`config.mk`:
```
export PLATFORM = sky130hd
export DESIGN_NAME = ordered_uid_tracker
export DESIGN_NICKNAME = d
export VERILOG_FILES = /design/src/rtl/ordered_uid_tracker.sv
export SDC_FILE = /design/constraint.sdc
export NUM_CORES = 1
export LEC_CHECK = 0
export ABC_AREA = 1
export CAP_MARGIN = 20
export CELL_PAD_IN_SITES_DETAIL_PLACEMENT = 1
export CELL_PAD_IN_SITES_GLOBAL_PLACEMENT = 2
export CORE_AREA = 2 2 216 218
export CTS_CLUSTER_SIZE = 28
export DETAILED_ROUTE_END_ITERATION = 8
export DIE_AREA = 0 0 218 220
export GPL_TIMING_DRIVEN = 0
export PLACE_DENSITY_LB_ADDON = 0.1
export SKIP_CTS_REPAIR_TIMING = 1
export SLEW_MARGIN = 20
export SYNTH_ARGS = -nofsm -noshare
export SYNTH_HDL_FRONTEND = slang
export SYNTH_SLANG_ARGS = --single-unit
```
`constraint.sdc`:
```
create_clock -name i_clk -period 5.8 [get_ports i_clk]
set_clock_uncertainty 0.05 [all_clocks]
set_input_delay 0.58 -clock i_clk [delete_from_list [all_inputs] [get_ports i_clk]]
set_output_delay 0.58 -clock i_clk [all_outputs]
set_load 0.1 [all_outputs]
```
`src/rtl/ordered_uid_tracker.sv`:
```
// Allocates internal UIDs to AR requests and releases completed bursts in strict
// per-original-ID order, arbitrating round-robin across IDs.
module ordered_uid_tracker #(
    parameter int unsigned ID_WIDTH   = 4,
    parameter int unsigned UID_WIDTH  = 4,
    parameter int unsigned MAX_PER_ID = 4
) (
    input  logic                 i_clk,
    input  logic                 i_rst_n,
    input  logic                 i_alloc_valid,
    input  logic [ID_WIDTH-1:0]  i_alloc_orig_id,
    output logic                 o_alloc_ready,
    output logic [UID_WIDTH-1:0] o_alloc_uid,
    input  logic                 i_cmpl_valid,
    input  logic [UID_WIDTH-1:0] i_cmpl_uid,
    output logic                 o_rel_valid,
    output logic [UID_WIDTH-1:0] o_rel_uid,
    output logic [ID_WIDTH-1:0]  o_rel_orig_id,
    input  logic                 i_rel_ready,
    output logic [UID_WIDTH:0]   o_num_outstanding,
    output logic                 o_err_cmpl
);

    localparam int unsigned NUM_UIDS = 1 << UID_WIDTH;
    localparam int unsigned NUM_IDS  = 1 << ID_WIDTH;
    localparam int unsigned CNT_W    = $clog2(MAX_PER_ID + 1);
    localparam logic [CNT_W-1:0] MAX_CNT = CNT_W'(MAX_PER_ID);

    logic [NUM_UIDS-1:0] r_busy, r_done, r_sel;
    logic [NUM_UIDS-1:0] w_busy_nxt, w_done_nxt, w_sel_nxt;
    logic [ID_WIDTH-1:0] r_orig_id     [NUM_UIDS];
    logic [ID_WIDTH-1:0] w_orig_id_nxt [NUM_UIDS];
    logic [CNT_W-1:0]    r_seq         [NUM_UIDS];
    logic [CNT_W-1:0]    w_seq_nxt     [NUM_UIDS];
    logic [CNT_W-1:0]    r_cnt         [NUM_IDS];
    logic [CNT_W-1:0]    w_cnt_nxt     [NUM_IDS];

    logic [UID_WIDTH-1:0] r_rr_ptr, w_rr_ptr_nxt;
    logic                 r_rel_valid, w_rel_valid_nxt;
    logic [UID_WIDTH-1:0] r_rel_uid, w_rel_uid_nxt;
    logic [ID_WIDTH-1:0]  r_rel_orig_id, w_rel_orig_id_nxt;
    logic [UID_WIDTH:0]   r_num_out, w_num_out_nxt;
    logic                 r_err, w_err_nxt;

    logic                 w_free_any;
    logic [UID_WIDTH-1:0] w_free_uid;
    logic                 w_alloc_fire, w_rel_fire, w_cmpl_ok, w_load;
    logic [NUM_UIDS-1:0]  w_elig;
    logic [UID_WIDTH-1:0] w_rr_base, w_idx;
    logic                 w_pick_any;
    logic [UID_WIDTH-1:0] w_pick_uid;

    always_comb begin
        w_free_any = 1'b0;
        w_free_uid = '0;
        for (int i = NUM_UIDS - 1; i >= 0; i--) begin
            if (!r_busy[i]) begin
                w_free_any = 1'b1;
                w_free_uid = UID_WIDTH'(i);
            end
        end
    end

    assign o_alloc_uid   = w_free_uid;
    assign o_alloc_ready = i_rst_n & w_free_any & (r_cnt[i_alloc_orig_id] < MAX_CNT);

    assign w_alloc_fire = i_alloc_valid & o_alloc_ready;
    assign w_rel_fire   = r_rel_valid & i_rel_ready;
    assign w_cmpl_ok    = i_cmpl_valid & r_busy[i_cmpl_uid] & ~r_done[i_cmpl_uid];
    assign w_load       = ~r_rel_valid | w_rel_fire;
    assign w_rr_base    = w_rel_fire ? r_rel_uid + UID_WIDTH'(1) : r_rr_ptr;

    // During a handshake the same-ID successor (seq==1) already counts as head,
    // so an in-order chain drains on consecutive cycles.
    always_comb begin
        for (int i = 0; i < NUM_UIDS; i++) begin
            w_elig[i] = r_busy[i] & r_done[i] & ~r_sel[i] &
                        ((r_seq[i] == '0) |
                         (w_rel_fire & (r_orig_id[i] == r_rel_orig_id) &
                          (r_seq[i] == CNT_W'(1))));
        end
    end

    always_comb begin
        w_pick_any = 1'b0;
        w_pick_uid = '0;
        w_idx      = '0;
        for (int k = 0; k < NUM_UIDS; k++) begin
            w_idx = w_rr_base + UID_WIDTH'(k);
            if (!w_pick_any && w_elig[w_idx]) begin
                w_pick_any = 1'b1;
                w_pick_uid = w_idx;
            end
        end
    end

    always_comb begin
        w_busy_nxt        = r_busy;
        w_done_nxt        = r_done;
        w_sel_nxt         = r_sel;
        w_orig_id_nxt     = r_orig_id;
        w_seq_nxt         = r_seq;
        w_cnt_nxt         = r_cnt;
        w_rr_ptr_nxt      = r_rr_ptr;
        w_rel_valid_nxt   = r_rel_valid;
        w_rel_uid_nxt     = r_rel_uid;
        w_rel_orig_id_nxt = r_rel_orig_id;
        w_num_out_nxt     = r_num_out;
        w_err_nxt         = i_cmpl_valid & ~w_cmpl_ok;

        if (w_cmpl_ok) begin
            w_done_nxt[i_cmpl_uid] = 1'b1;
        end

        if (w_rel_fire) begin
            for (int i = 0; i < NUM_UIDS; i++) begin
                if (r_busy[i] && (r_orig_id[i] == r_rel_orig_id) &&
                    (UID_WIDTH'(i) != r_rel_uid)) begin
                    w_seq_nxt[i] = r_seq[i] - CNT_W'(1);
                end
            end
            w_busy_nxt[r_rel_uid]      = 1'b0;
            w_done_nxt[r_rel_uid]      = 1'b0;
            w_sel_nxt[r_rel_uid]       = 1'b0;
            w_cnt_nxt[r_rel_orig_id]   = r_cnt[r_rel_orig_id] - CNT_W'(1);
            w_rr_ptr_nxt               = r_rel_uid + UID_WIDTH'(1);
        end

        // Age is taken after any same-ID release so the new entry lands at the tail.
        if (w_alloc_fire) begin
            w_busy_nxt[w_free_uid]       = 1'b1;
            w_done_nxt[w_free_uid]       = 1'b0;
            w_sel_nxt[w_free_uid]        = 1'b0;
            w_orig_id_nxt[w_free_uid]    = i_alloc_orig_id;
            w_seq_nxt[w_free_uid]        = w_cnt_nxt[i_alloc_orig_id];
            w_cnt_nxt[i_alloc_orig_id]   = w_cnt_nxt[i_alloc_orig_id] + CNT_W'(1);
        end

        if (w_load) begin
            w_rel_valid_nxt = w_pick_any;
            if (w_pick_any) begin
                w_rel_uid_nxt         = w_pick_uid;
                w_rel_orig_id_nxt     = r_orig_id[w_pick_uid];
                w_sel_nxt[w_pick_uid] = 1'b1;
            end
        end

        if (w_alloc_fire && !w_rel_fire) begin
            w_num_out_nxt = r_num_out + (UID_WIDTH + 1)'(1);
        end else if (!w_alloc_fire && w_rel_fire) begin
            w_num_out_nxt = r_num_out - (UID_WIDTH + 1)'(1);
        end
    end

    always_ff @(posedge i_clk or negedge i_rst_n) begin
        if (!i_rst_n) begin
            r_busy        <= '0;
            r_done        <= '0;
            r_sel         <= '0;
            for (int i = 0; i < NUM_UIDS; i++) begin
                r_orig_id[i] <= '0;
                r_seq[i]     <= '0;
            end
            for (int i = 0; i < NUM_IDS; i++) begin
                r_cnt[i] <= '0;
            end
            r_rr_ptr      <= '0;
            r_rel_valid   <= 1'b0;
            r_rel_uid     <= '0;
            r_rel_orig_id <= '0;
            r_num_out     <= '0;
            r_err         <= 1'b0;
        end else begin
            r_busy        <= w_busy_nxt;
            r_done        <= w_done_nxt;
            r_sel         <= w_sel_nxt;
            r_orig_id     <= w_orig_id_nxt;
            r_seq         <= w_seq_nxt;
            r_cnt         <= w_cnt_nxt;
            r_rr_ptr      <= w_rr_ptr_nxt;
            r_rel_valid   <= w_rel_valid_nxt;
            r_rel_uid     <= w_rel_uid_nxt;
            r_rel_orig_id <= w_rel_orig_id_nxt;
            r_num_out     <= w_num_out_nxt;
            r_err         <= w_err_nxt;
        end
    end

    assign o_rel_valid       = r_rel_valid;
    assign o_rel_uid         = r_rel_uid;
    assign o_rel_orig_id     = r_rel_orig_id;
    assign o_num_outstanding = r_num_out;
    assign o_err_cmpl        = r_err;

endmodule

```
==> results, run 1 <==
- The flow ran to the end, and the final reports show no timing, DRC or antenna violations.
- In this run, synthesis inferred 0 flip-flops with an integrated enable.
- The initial detailed-routing violation count is 1,484.
- The average size of a mapped cell is 6.73 um2.
- Setup repair after global routing left no endpoint under its margin.
- The max-slew violation total from the final report is 0.
- The detail route stage leaves a number of antenna-violating nets equal to 0.
- The final weighted congestion in routability-driven placement is ~0.96.
- At the placement stage, the worst setup path has a slack of -1.57 ns.
- The number of instances in the synthesized netlist is approximately 2,400.
- The type of the worst min-delay path is flip-flop to flip-flop.
- The TritonCTS clock tree is yes.
- Along the worst hold path, the cell count comes to 1.
- The deepest level of the CTS H-tree is 1.
- From synthesis to final layout, the design area changed by 14.5%.
- Sorting the synthesized cells by area gives the leading types as dfrtp_1, nand2_1, o21ai_0, inv_1, nand3_1.
- The die area is ~48,000 um2.
- In the routed design, unresolved DRC markers number 0.
- Once the floorplan was initialized, standard cells occupied between 30% and 40% of the core.
- Counting flops with an async set or reset pin after synthesis yields a share of 100%.
- The placed wire-length estimate is 55,500 um.
- For this run, the total global-route usage over all layers was measured as between 30% and 40%.
- The kind of start point of the critical path is a flip-flop.
- Across the run, the number of max-cap violations was 0.
- The clock reaches the later pin of the worst-skew pair after between 0.5 and 0.6 ns.
- In this run the tool buffered the top-level ports with 32 buffer cells.
- In the post-route analysis, the smallest setup slack over all paths is approximately 0.18 ns.
- The end of the worst register-to-register path is r_cnt[32].
- For this run, the number of Yosys warnings is 0.
- The routed design has a little over 70,000 um of wire.
- The via count of the first global-routing pass came to between 15,000 and 20,000.
- The final cycle utilization of the critical path is roughly 97%.
- The transition at the pin with the smallest max-transition slack is about 1.2 ns.
- Headroom to the max-slew limit came out at 19.7%.
- In this run the standard cell core region covers roughly 46,000 um2.
- The master cell of the clock root buffer is clkbuf_16.
- The final setup violation count is 0.
- For flop-to-flop paths, the worst setup slack is roughly 0.18 ns.
- The clock sink count is 227.
- Using the TritonRoute via totals, the vias-per-cell ratio works out to around 5.4.
- The first TritonRoute pass finished after 5 iterations.
- The predominant post-synthesis flop cell is dfrtp_1.
- The floorplan step set the die width to around 220 um.
- For this run the aggregate overflow at the end of global routing stands at 0.
- The number of cell rows is just under 80.
- For the worst setup path, the data required time is ~6.3 ns.
- The final count of hold timing violations came to 0.
- The path with the worst hold slack has its endpoint at o_num_outstanding[4].
- The kind of capture point of the worst setup path is a flip-flop.
- The initial antenna violation count is 0.
- The critical path in this run is classified as flip-flop to flip-flop.
- The launch instance of the worst min-delay path is o_num_outstanding[4].
- The share of post-route cells with drive strength above 1 is roughly 6.8%.
- The layout net count is 2,571.
- The routed length per instance is ~23 um.
- The via count is 17,000.
- In the post-synthesis netlist, the cell with the most instances is nand2_1.
- After synthesis, the netlist uses 57 different library cells.
- Counting I/O delays and the setup requirement, the final critical path takes 5.62 ns.
- The proportion of synthesized chip area in sequential cells is 34.8%.
- For the worst flop-to-flop path, the logic depth is 23.
- Of all nets on the critical path, the largest fanout is 10.
- The largest total area in the synthesized netlist belongs to dfrtp_1.
- The wire length of the first global-routing pass is 108,000 um.
- The floorplan step set the die height to roughly 220 um.
- The synthesized netlist occupies a cell area of between 15,000 and 20,000 um2.
- Counting flops and latches in the post-synthesis netlist gives around 230.
- The peak clock frequency supported by timing is roughly 180 MHz.
- The clock passes through at most 3 buffers.
- The post-CTS clock slew at the launch and capture registers of the worst setup and hold paths is around 0.06 ns.
- Counting instances in the post-synthesis netlist gives the leading cell types as nand2_1, inv_1, o21ai_0, dfrtp_1, nand3_1.
- The largest net degree at the start of global routing is 89.
- The minimum hold slack is about 0.42 ns.
- At the worst endpoint, the arrival time is 6.06 ns.
- In this run the biggest area consumer among cell types represents 34.8% of the synthesized area.
- The number of nets in the synthesized netlist is ~2,500.
- The number of buffers created by CTS is 30.
- After filler insertion, the fill cell instance count of the layout stands at between 5,000 and 6,000.
- The number of top-level pins is 33.
- In this run the critical register-to-register path is launched from o_rel_orig_id[1].
[worst max path at each step]
| stage | endpoint | slack [ns] | from |
|---|---|---|---|
| 5_1_grt | o_rel_orig_id[0] | 0.06 | o_rel_uid[0] |
| 3_5_place_dp | r_cnt[44] | -1.57 | o_rel_orig_id[0] |
| 4_1_cts | r_cnt[17] | -1.61 | o_rel_orig_id[0] |
| 3_3_place_gp | o_num_outstanding[4] | -9.00 | i_rst_n |
| 2_1_floorplan | o_num_outstanding[4] | 0.17 | i_alloc_orig_id[1] |
| 6_report | r_cnt[32] | 0.18 | o_rel_orig_id[1] |
[logic make-up (layout without fill, tap and decap cells)]
| logic type | Yosys count | count (layout) | share of synthesized area [%] |
|---|---|---|---|
| other cells | 0 | 1 | 0 |
| simple gates | 1296 | 1296 | 33.7 |
| fa+ha+maj | 67 | 67 | 5.19 |
| compound gates | 408 | 408 | 14.3 |
| buf+inv | 374 | 463 | 9.26 |
| mux | 2 | 2 | 0.123 |
| xor+xnor | 48 | 48 | 2.58 |
| flops | 227 | 227 | 34.8 |
[layout make-up]
cell class,instances,area (um2),share of cell area [%]
Antenna cell,1,2.50,0.0134
Buffer,70,383,2.05
Clock buffer,40,860,4.61
Clock inverter,12,213,1.14
Inverter,303,1160,6.20
Multi-Input combinational cell,1821,9190,49.3
Sequential cell,227,5680,30.4
Tap cell,607,759,4.07
Timing Repair Buffer,38,413,2.21
[state kept, by name, indices dropped and copies added (netlist names)]
| register | cells |
|---|---|
| r_done | 16 |
| r_busy | 16 |
| o_num_outstanding | 5 |
| r_orig_id | 64 |
| o_rel_uid | 4 |
| o_err_cmpl | 1 |
| o_rel_valid | 1 |
| r_sel | 16 |
| r_rr_ptr | 4 |
| r_seq | 48 |
| r_cnt | 48 |
| o_rel_orig_id | 4 |
[worst max-delay path: stages (launching register included)]
cell and delay (ns):
dfrtp_1 0.43, clkinvlp_4 0.22, buf_2 0.30, nor2_2 0.14, inv_1 0.10, clkbuf_2 0.32
o22ai_1 0.15, o31ai_1 0.43, nand4_1 0.20, ha_1 0.33, clkbuf_2 0.33, o21ai_0 0.20
o22ai_1 0.27, a221oi_1 0.10, or2_2 0.35, nand4_1 0.16, clkbuf_4 0.33, inv_1 0.08
ha_1 0.21, xor2_1 0.17, inv_2 0.19, clkbuf_4 0.30, nand2_1 0.07, o21ai_0 0.09
[per-layer routing]
layer  vias up  track usage, %  wire (um)
met4         0            11.0       3030
met5         -               0          0
met2       437            52.0      34000
met1      8401            39.0      31600
met3       140            3.11       3260
li1       7986               -          -
[through the flow]
stage / instances / area [um2] / util (%) / setup TNS, ns
2_1_floorplan: 2422 / 16300 / - / 0
3_3_place_gp: 3061 / 17400 / 37.9 / -3326.41
3_5_place_dp: 3063 / 17400 / 38.0 / -57.61
4_1_cts: 3115 / 18500 / 40.4 / -54.10
5_1_grt: 3118 / 18700 / 40.7 / 0
6_report: 3119 / 18700 / 40.7 / 0
[cells in the final DEF (no fill, tap or decap), drive strengths merged, types with 11 or more instances in the layout]
master,instances
buf,44
nor4,20
nand2,798
nand4,23
dfrtp,227
nor3,24
o211ai,11
o21ai,267
ha,66
o21a,14
nand3,208
o22ai,25
nor2,206
clkdlybuf4s50,31
inv,293
a22oi,12
clkbuf,72
a21oi,27
o221ai,11
a31oi,15
clkinv,11
xnor2,19
xor2,29
Power of run 1 is left out: the tool's default activity adds up to more than one toggle a clock period on the data nets, which glitch-free logic cannot reach.
==> run 2: changes to the inputs <==
REMOVE_ABC_BUFFERS = 1   (was unset)
==> results, run 2 (same netlist as run 1, synthesis figures left out) <==
- The flip-flop count of the largest register, all copies and words added is 64 (unchanged).
- The most frequent cell on the critical path is clkinvlp_4.
- The number of remaining DRC errors is 0 (unchanged).
- The kind of start point of the critical path is a flip-flop (unchanged).
- The worst stage delay on the critical path is 0.60 ns (was 0.43 ns).
- The count of TritonRoute iterations in the first routing pass was 5 (unchanged).
- The total global routing overflow is 0 (unchanged).
- Most frequent cells in the layout: nand2_1, inv_1, o21ai_0 (unchanged).
- The family with the most delay on the worst path is buffers and inverters (unchanged).
- The final count of hold timing violations was 0 (unchanged).
- The initial antenna violation count came to 0 (unchanged).
- Unrepaired setup endpoints after global routing: yes (was no).
- The routed length per instance is 23.1 um (was 23.0 um).
- The die area was 48,000 um2 (unchanged).
- The number of cell rows is 79 (unchanged).
- The max-slew violation total from the final report is 0 (unchanged).
- The final sum of negative setup slack was 0 ns (unchanged).
- The wire length of the first global-routing pass is 104,000 um (was 108,000 um).
- The post-CTS clock slew at the launch and capture registers of the worst setup and hold paths is 0.06 ns (about the same).
- The critical-path cell with the highest stage delay was dfrtp_4 (was dfrtp_1).
- The number of buffers created by CTS is 31 (was 30).
- The post-route antenna net violation count was 0 (unchanged).
- The via count is 16,800 (was 17,000).
- The worst slew margin relative to its limit is 28.8% (was 19.7%).
- The post-detailed-routing wire length is 71,400 um (was 71,900 um).
- The count of buffering cells on the critical path with inverters included is 7 (was 9).
- The number of port buffers is 32 (unchanged).
- The core area is 45,900 um2 (unchanged).
- The type of the setup path with the least slack is flip-flop to flip-flop (unchanged).
- The via count of the first global-routing pass was 17,100 (was 17,400).
- The master cell of the clock root buffer is clkbuf_16 (unchanged).
- The total track usage came to 28.6% (was 30.1%).
- The largest net degree at the start of global routing is 87 (was 89).
- Status: finished clean (unchanged).
- The peak clock frequency supported by timing was 179 MHz (was 178 MHz).
- The TritonCTS clock tree is yes (unchanged).
- The post-synthesis to final-layout area growth is 15.9% (was 14.5%).
- The arrival time at the worst endpoint came to 5.96 ns (was 6.06 ns).
- The placed wire-length estimate is 49,700 um (was 55,500 um).
- The most common cell after layout, fill and taps aside is nand2_1 (unchanged).
- The final setup violation count is 0 (unchanged).
- The required arrival time at the worst endpoint is 6.19 ns (was 6.25 ns).
- The final weighted congestion in routability-driven placement is 0.914 (was 0.957).
- The clock sink count is 227 (unchanged).
- Registers with the most flip-flops: r_orig_id (64), r_cnt (48), r_seq (48) (unchanged).
- The number of vias per cell after detailed routing is 5.43 (was 5.44).
- The deepest level of the CTS H-tree is 1 (unchanged).
- The maximum fanout along the worst path is 24 (was 10).
- The minimum clock period was 5.57 ns (was 5.62 ns).
- The clock latency at the later pin of the worst-skew pair is 0.59 ns (was 0.58 ns).
- The register with the most flip-flops is r_orig_id (unchanged).
- The horizontal die dimension is 218 um (unchanged).
- The die outline height is 220 um (unchanged).
- The buffer levels on the longest clock path is 3 (unchanged).
- The transition at the pin with the smallest max-transition slack is 1.06 ns (was 1.19 ns).
- Cell breakdown of the critical path: buf_16 -> clkinvlp_4 -> nor2_1 -> inv_1 -> o22ai_1 -> o31ai_2 -> nand4_1 -> clkinvlp_4 -> nand2_1 -> o21ai_0 -> nand2_1 -> o21ai_0 -> a221oi_1 -> nor2_1 -> a21oi_1 -> nand2_4 -> clkinvlp_4 -> ha_2 -> xor2_1 -> clkinvlp_4 -> buf_12 -> nand2_1 -> o21ai_0 (was clkinvlp_4 -> buf_2 -> nor2_2 -> inv_1 -> clkbuf_2 -> o22ai_1 -> o31ai_1 -> nand4_1 -> ha_1 -> clkbuf_2 -> o21ai_0 -> o22ai_1 -> a221oi_1 -> or2_2 -> nand4_1 -> clkbuf_4 -> inv_1 -> ha_1 -> xor2_1 -> inv_2 -> clkbuf_4 -> nand2_1 -> o21ai_0).
- The type of the worst min-delay path is flip-flop to flip-flop (unchanged).
- The starting utilization of the core area is 35.5% (unchanged).
- The number of top-level pins is 33 (unchanged).
- The max-capacitance violation count was 0 (unchanged).
- The final cycle utilization of the critical path is 96.1% (was 96.8%).
- The number of diodes was 0 (was 1).
- The initial detailed-routing violation count is 1,235 (was 1,484).
- The share of post-route cells with drive strength above 1 was 7.61% (was 6.81%).
- The layout net count is 2,539 (was 2,571).
- The kind of capture point of the worst setup path is a flip-flop (unchanged).
## run 2: cell count changes in the layout (fill, tap and decap cells not counted), sizes merged
cell	change
nand2	+1
inv	+1
clkinv	+6
diode	-1
o21ai	+2
o21bai	+1
bufinv	-2
buf	-7
nand3	+2
clkbuf	-31
clkdlybuf4s50	-1
dlymetal6s2s	+1
## run 2: layer usage
layer  wire (um)  vias to the layer above  track usage (%)
li1            -                     7952                -
met1       32400                     8280             38.9
met2       32800                      445             46.8
met3        3810                      109             3.49
met4        2360                        0             9.98
met5           0                        -                0
## run 2: area by class of cell
class	count	area, um2
well taps	607	759
flip-flops and latches	227	5690
multi-input cells	1827	9380
clock buffers	41	893
inverters	303	1170
repair buffers	69	788
clock inverters	17	200
fillers	5857	27000
## run 2: worst paths after layout
check	startpoint	end	slack, ns	depth (start not counted)
worst min register to register	o_num_outstanding[4]	o_num_outstanding[4]	0.42	1
max in group asynchronous	i_rst_n	r_seq[27]	4.23	3
worst min-delay path	o_num_outstanding[4]	o_num_outstanding[4]	0.42	1
worst max-delay path	o_rel_orig_id[1]	r_cnt[8]	0.23	23
min in group asynchronous	i_rst_n	r_seq[12]	0.50	2
worst max register to register	o_rel_orig_id[1]	r_cnt[8]	0.23	23
## run 2: metrics by stage
| stage | setup slack (ns) | cells | area [um2] | utilization, % | hold WS (ns) |
|---|---|---|---|---|---|
| after global placement | -9.84 | 2990 | 17000 | 37.1 | 0.408 |
| after floorplan | -3.32 | 2351 | 15900 | - | 0.234 |
| final | 0.225 | 3091 | 18900 | 41.2 | 0.418 |
| after global routing | -0.111 | 3091 | 18900 | 41.2 | 0.459 |
| after detailed placement | -2.32 | 2997 | 17200 | 37.5 | 0.413 |
| after CTS | -1.72 | 3055 | 18300 | 39.9 | -0.0724 |
Power of run 2 is left out for the same reason.
==> run 3: changes to the inputs <==
CTS_CLUSTER_DIAMETER = 200   (was unset)
==> results, run 3 (same netlist as run 1, synthesis figures left out) <==
- Status: finished clean (unchanged).
- The maximum fanout along the worst path came to 24 (unchanged).
- The final weighted congestion in routability-driven placement was 0.914 (unchanged).
- The peak clock frequency supported by timing came to 183 MHz (was 179 MHz).
- The wire length of the first global-routing pass is 102,000 um (was 104,000 um).
- The via count is 16,600 (was 16,800).
- The total placed cells including tap cells is 2,997 (unchanged).
- The share of post-route cells with drive strength above 1 came to 6.21% (was 7.61%).
- The horizontal die dimension is 218 um (unchanged).
- The largest net degree at the start of global routing is 87 (unchanged).
- The final count of hold timing violations is 0 (unchanged).
- The final cycle utilization of the critical path was 94.1% (was 96.1%).
- The worst stage delay on the critical path is 0.51 ns (was 0.60 ns).
- The arrival time at the worst endpoint is 5.88 ns (was 5.96 ns).
- The core area is 45,900 um2 (unchanged).
- The master cell of the clock root buffer is clkbuf_16 (unchanged).
- The final setup violation count is 0 (unchanged).
- Unrepaired setup endpoints after global routing: no (was yes).
- The final standard cell count with taps included and fillers excluded is 3,054 (was 3,091).
- The transition at the pin with the smallest max-transition slack is 1.12 ns (was 1.06 ns).
- The post-detailed-routing wire length is 70,700 um (was 71,400 um).
- The total track usage was 28.3% (was 28.6%).
- The number of port buffers is 32 (unchanged).
- The count of TritonRoute iterations in the first routing pass is 5 (unchanged).
- The number of cells traversed by the worst register-to-register path was 21 (was 23).
- The routed length per instance is 23.2 um (was 23.1 um).
- The required arrival time at the worst endpoint was 6.22 ns (was 6.19 ns).
- The most common cell after layout, fill and taps aside is nand2_1 (unchanged).
- The initial detailed-routing violation count is 1,309 (was 1,235).
- The number of buffers created by CTS was 12 (was 31).
- The final setup slack of the worst path is 0.339 ns (was 0.225 ns).
- The register with the most flip-flops is r_orig_id (unchanged).
- The type of the setup path with the least slack is primary input to flip-flop (was flip-flop to flip-flop).
- The clock sink count is 227 (unchanged).
- The post-synthesis to final-layout area growth is 11.5% (was 15.9%).
- The die outline height is 220 um (unchanged).
- The hold-critical path endpoint was o_num_outstanding[4] (unchanged).
- Registers with the most flip-flops: r_orig_id (64), r_cnt (48), r_seq (48) (unchanged).
- The kind of start point of the critical path is a primary input (was flip-flop).
- The kind of capture point of the worst setup path is a flip-flop (unchanged).
- The filler cell count in the final layout is 5,887 (was 5,857).
- The placed wire-length estimate came to 49,700 um (unchanged).
- The TritonCTS clock tree is yes (unchanged).
- The end of the worst register-to-register path is r_cnt[8] (unchanged).
- The type of the worst min-delay path is flip-flop to flip-flop (unchanged).
- The clock latency at the later pin of the worst-skew pair was 0.55 ns (was 0.59 ns).
- The max-capacitance violation count is 0 (unchanged).
- The buffer levels on the longest clock path came to 3 (unchanged).
- The register-to-register path setup slack came to 0.34 ns (was 0.23 ns).
- The worst slack at placement is -2.32 ns (unchanged).
- The number of remaining DRC errors is 0 (unchanged).
- The initial antenna violation count was 0 (unchanged).
- The post-route antenna net violation count came to 0 (unchanged).
- The total global routing overflow is 0 (unchanged).
- The max-slew violation total from the final report is 0 (unchanged).
- The minimum clock period is 5.46 ns (was 5.57 ns).
- The number of top-level pins was 33 (unchanged).
- The die area is 48,000 um2 (unchanged).
- The number of cells traversed by the worst hold path is 1 (unchanged).
- The worst slew margin relative to its limit is 25.2% (was 28.8%).
- The number of diodes is 0 (unchanged).
- The layout net count was 2,525 (was 2,539).
- The area of the multi-input gates is 9400 um2 (was 9380 um2).
- The launch instance of the worst min-delay path is o_num_outstanding[4] (unchanged).
- The post-CTS clock slew at the launch and capture registers of the worst setup and hold paths was 0.12 ns (was 0.06 ns).
- The number of vias per cell after detailed routing was 5.44 (was 5.43).
- The deepest level of the CTS H-tree is 1 (unchanged).
- The startpoint of the most critical register-to-register path is o_rel_orig_id[0] (was o_rel_orig_id[1]).
- The number of cell rows came to 79 (unchanged).
- Most frequent cells in the layout: nand2_1, inv_1, o21ai_0 (unchanged).
- The flip-flop count of the largest register, all copies and words added came to 64 (unchanged).
- The via count of the first global-routing pass is 16,800 (was 17,100).
- The starting utilization of the core area was 35.5% (unchanged).
- The critical-path cell with the highest stage delay was clkdlybuf4s50_1 (was dfrtp_4).
- The sequential cell area was 5690 um2 (unchanged).
run 3: changes by cell type in the layout (fill, tap and decap cells not counted), moves of 4 or more:
cell	previous run	this run
buf_4	22	29
bufinv_16	4	0
clkbuf_16	31	12
clkbuf_8	8	0
clkinv_2	9	0
run 3: per-stage QoR:
step / setup TNS [ns] / util [%] / hold WS [ns] / cell area (um2)
2_1_floorplan: -553.73 / - / 0.234 / 15900
3_3_place_gp: -3539.03 / 37.1 / 0.408 / 17000
3_5_place_dp: -149.71 / 37.5 / 0.413 / 17200
4_1_cts: -74.14 / 38.2 / -0.0283 / 17500
5_1_grt: 0 / 39.6 / 0.469 / 18200
6_report: 0 / 39.6 / 0.434 / 18200
run 3: layout make-up:
type / count / area share [%]
flip-flops and latches: 227 / 31.3
well taps: 607 / 4.18
repair buffers: 74 / 4.39
clock buffers: 14 / 1.69
multi-input cells: 1827 / 51.7
clock inverters: 2 / 0.255
inverters: 303 / 6.46
run 3: critical path, delay by kind of cell:
kind,cells,cell delay (ns)
AOI/OAI and AO/OA,1,0.30
xor gates and xnor gates,1,0.22
adders and majority gates,1,0.17
buffers and inverters,6,1.26
and+or+nand+nor,17,3.21
run 3: worst max-delay path by stage:
stage                             startpoint                   end  slack, ns
after detailed placement         i_rel_ready      o_rel_orig_id[1]      -2.32
after global routing            o_rel_uid[0]      o_rel_orig_id[1]       0.01
after global placement               i_rst_n  o_num_outstanding[4]      -9.84
after floorplan           i_alloc_orig_id[1]  o_num_outstanding[4]      -3.32
after CTS                        i_rel_ready      o_rel_orig_id[3]      -1.78
final                            i_rel_ready              r_sel[1]       0.34
run 3: layer usage:
layer	vias up	wire (um)	global-route usage (%)
met5	-	0	0
met4	0	2620	11.0
met3	104	3430	3.52
met2	402	32200	45.8
met1	8216	32400	38.4
li1	7885	-	-
Power of run 3 is left out for the same reason.
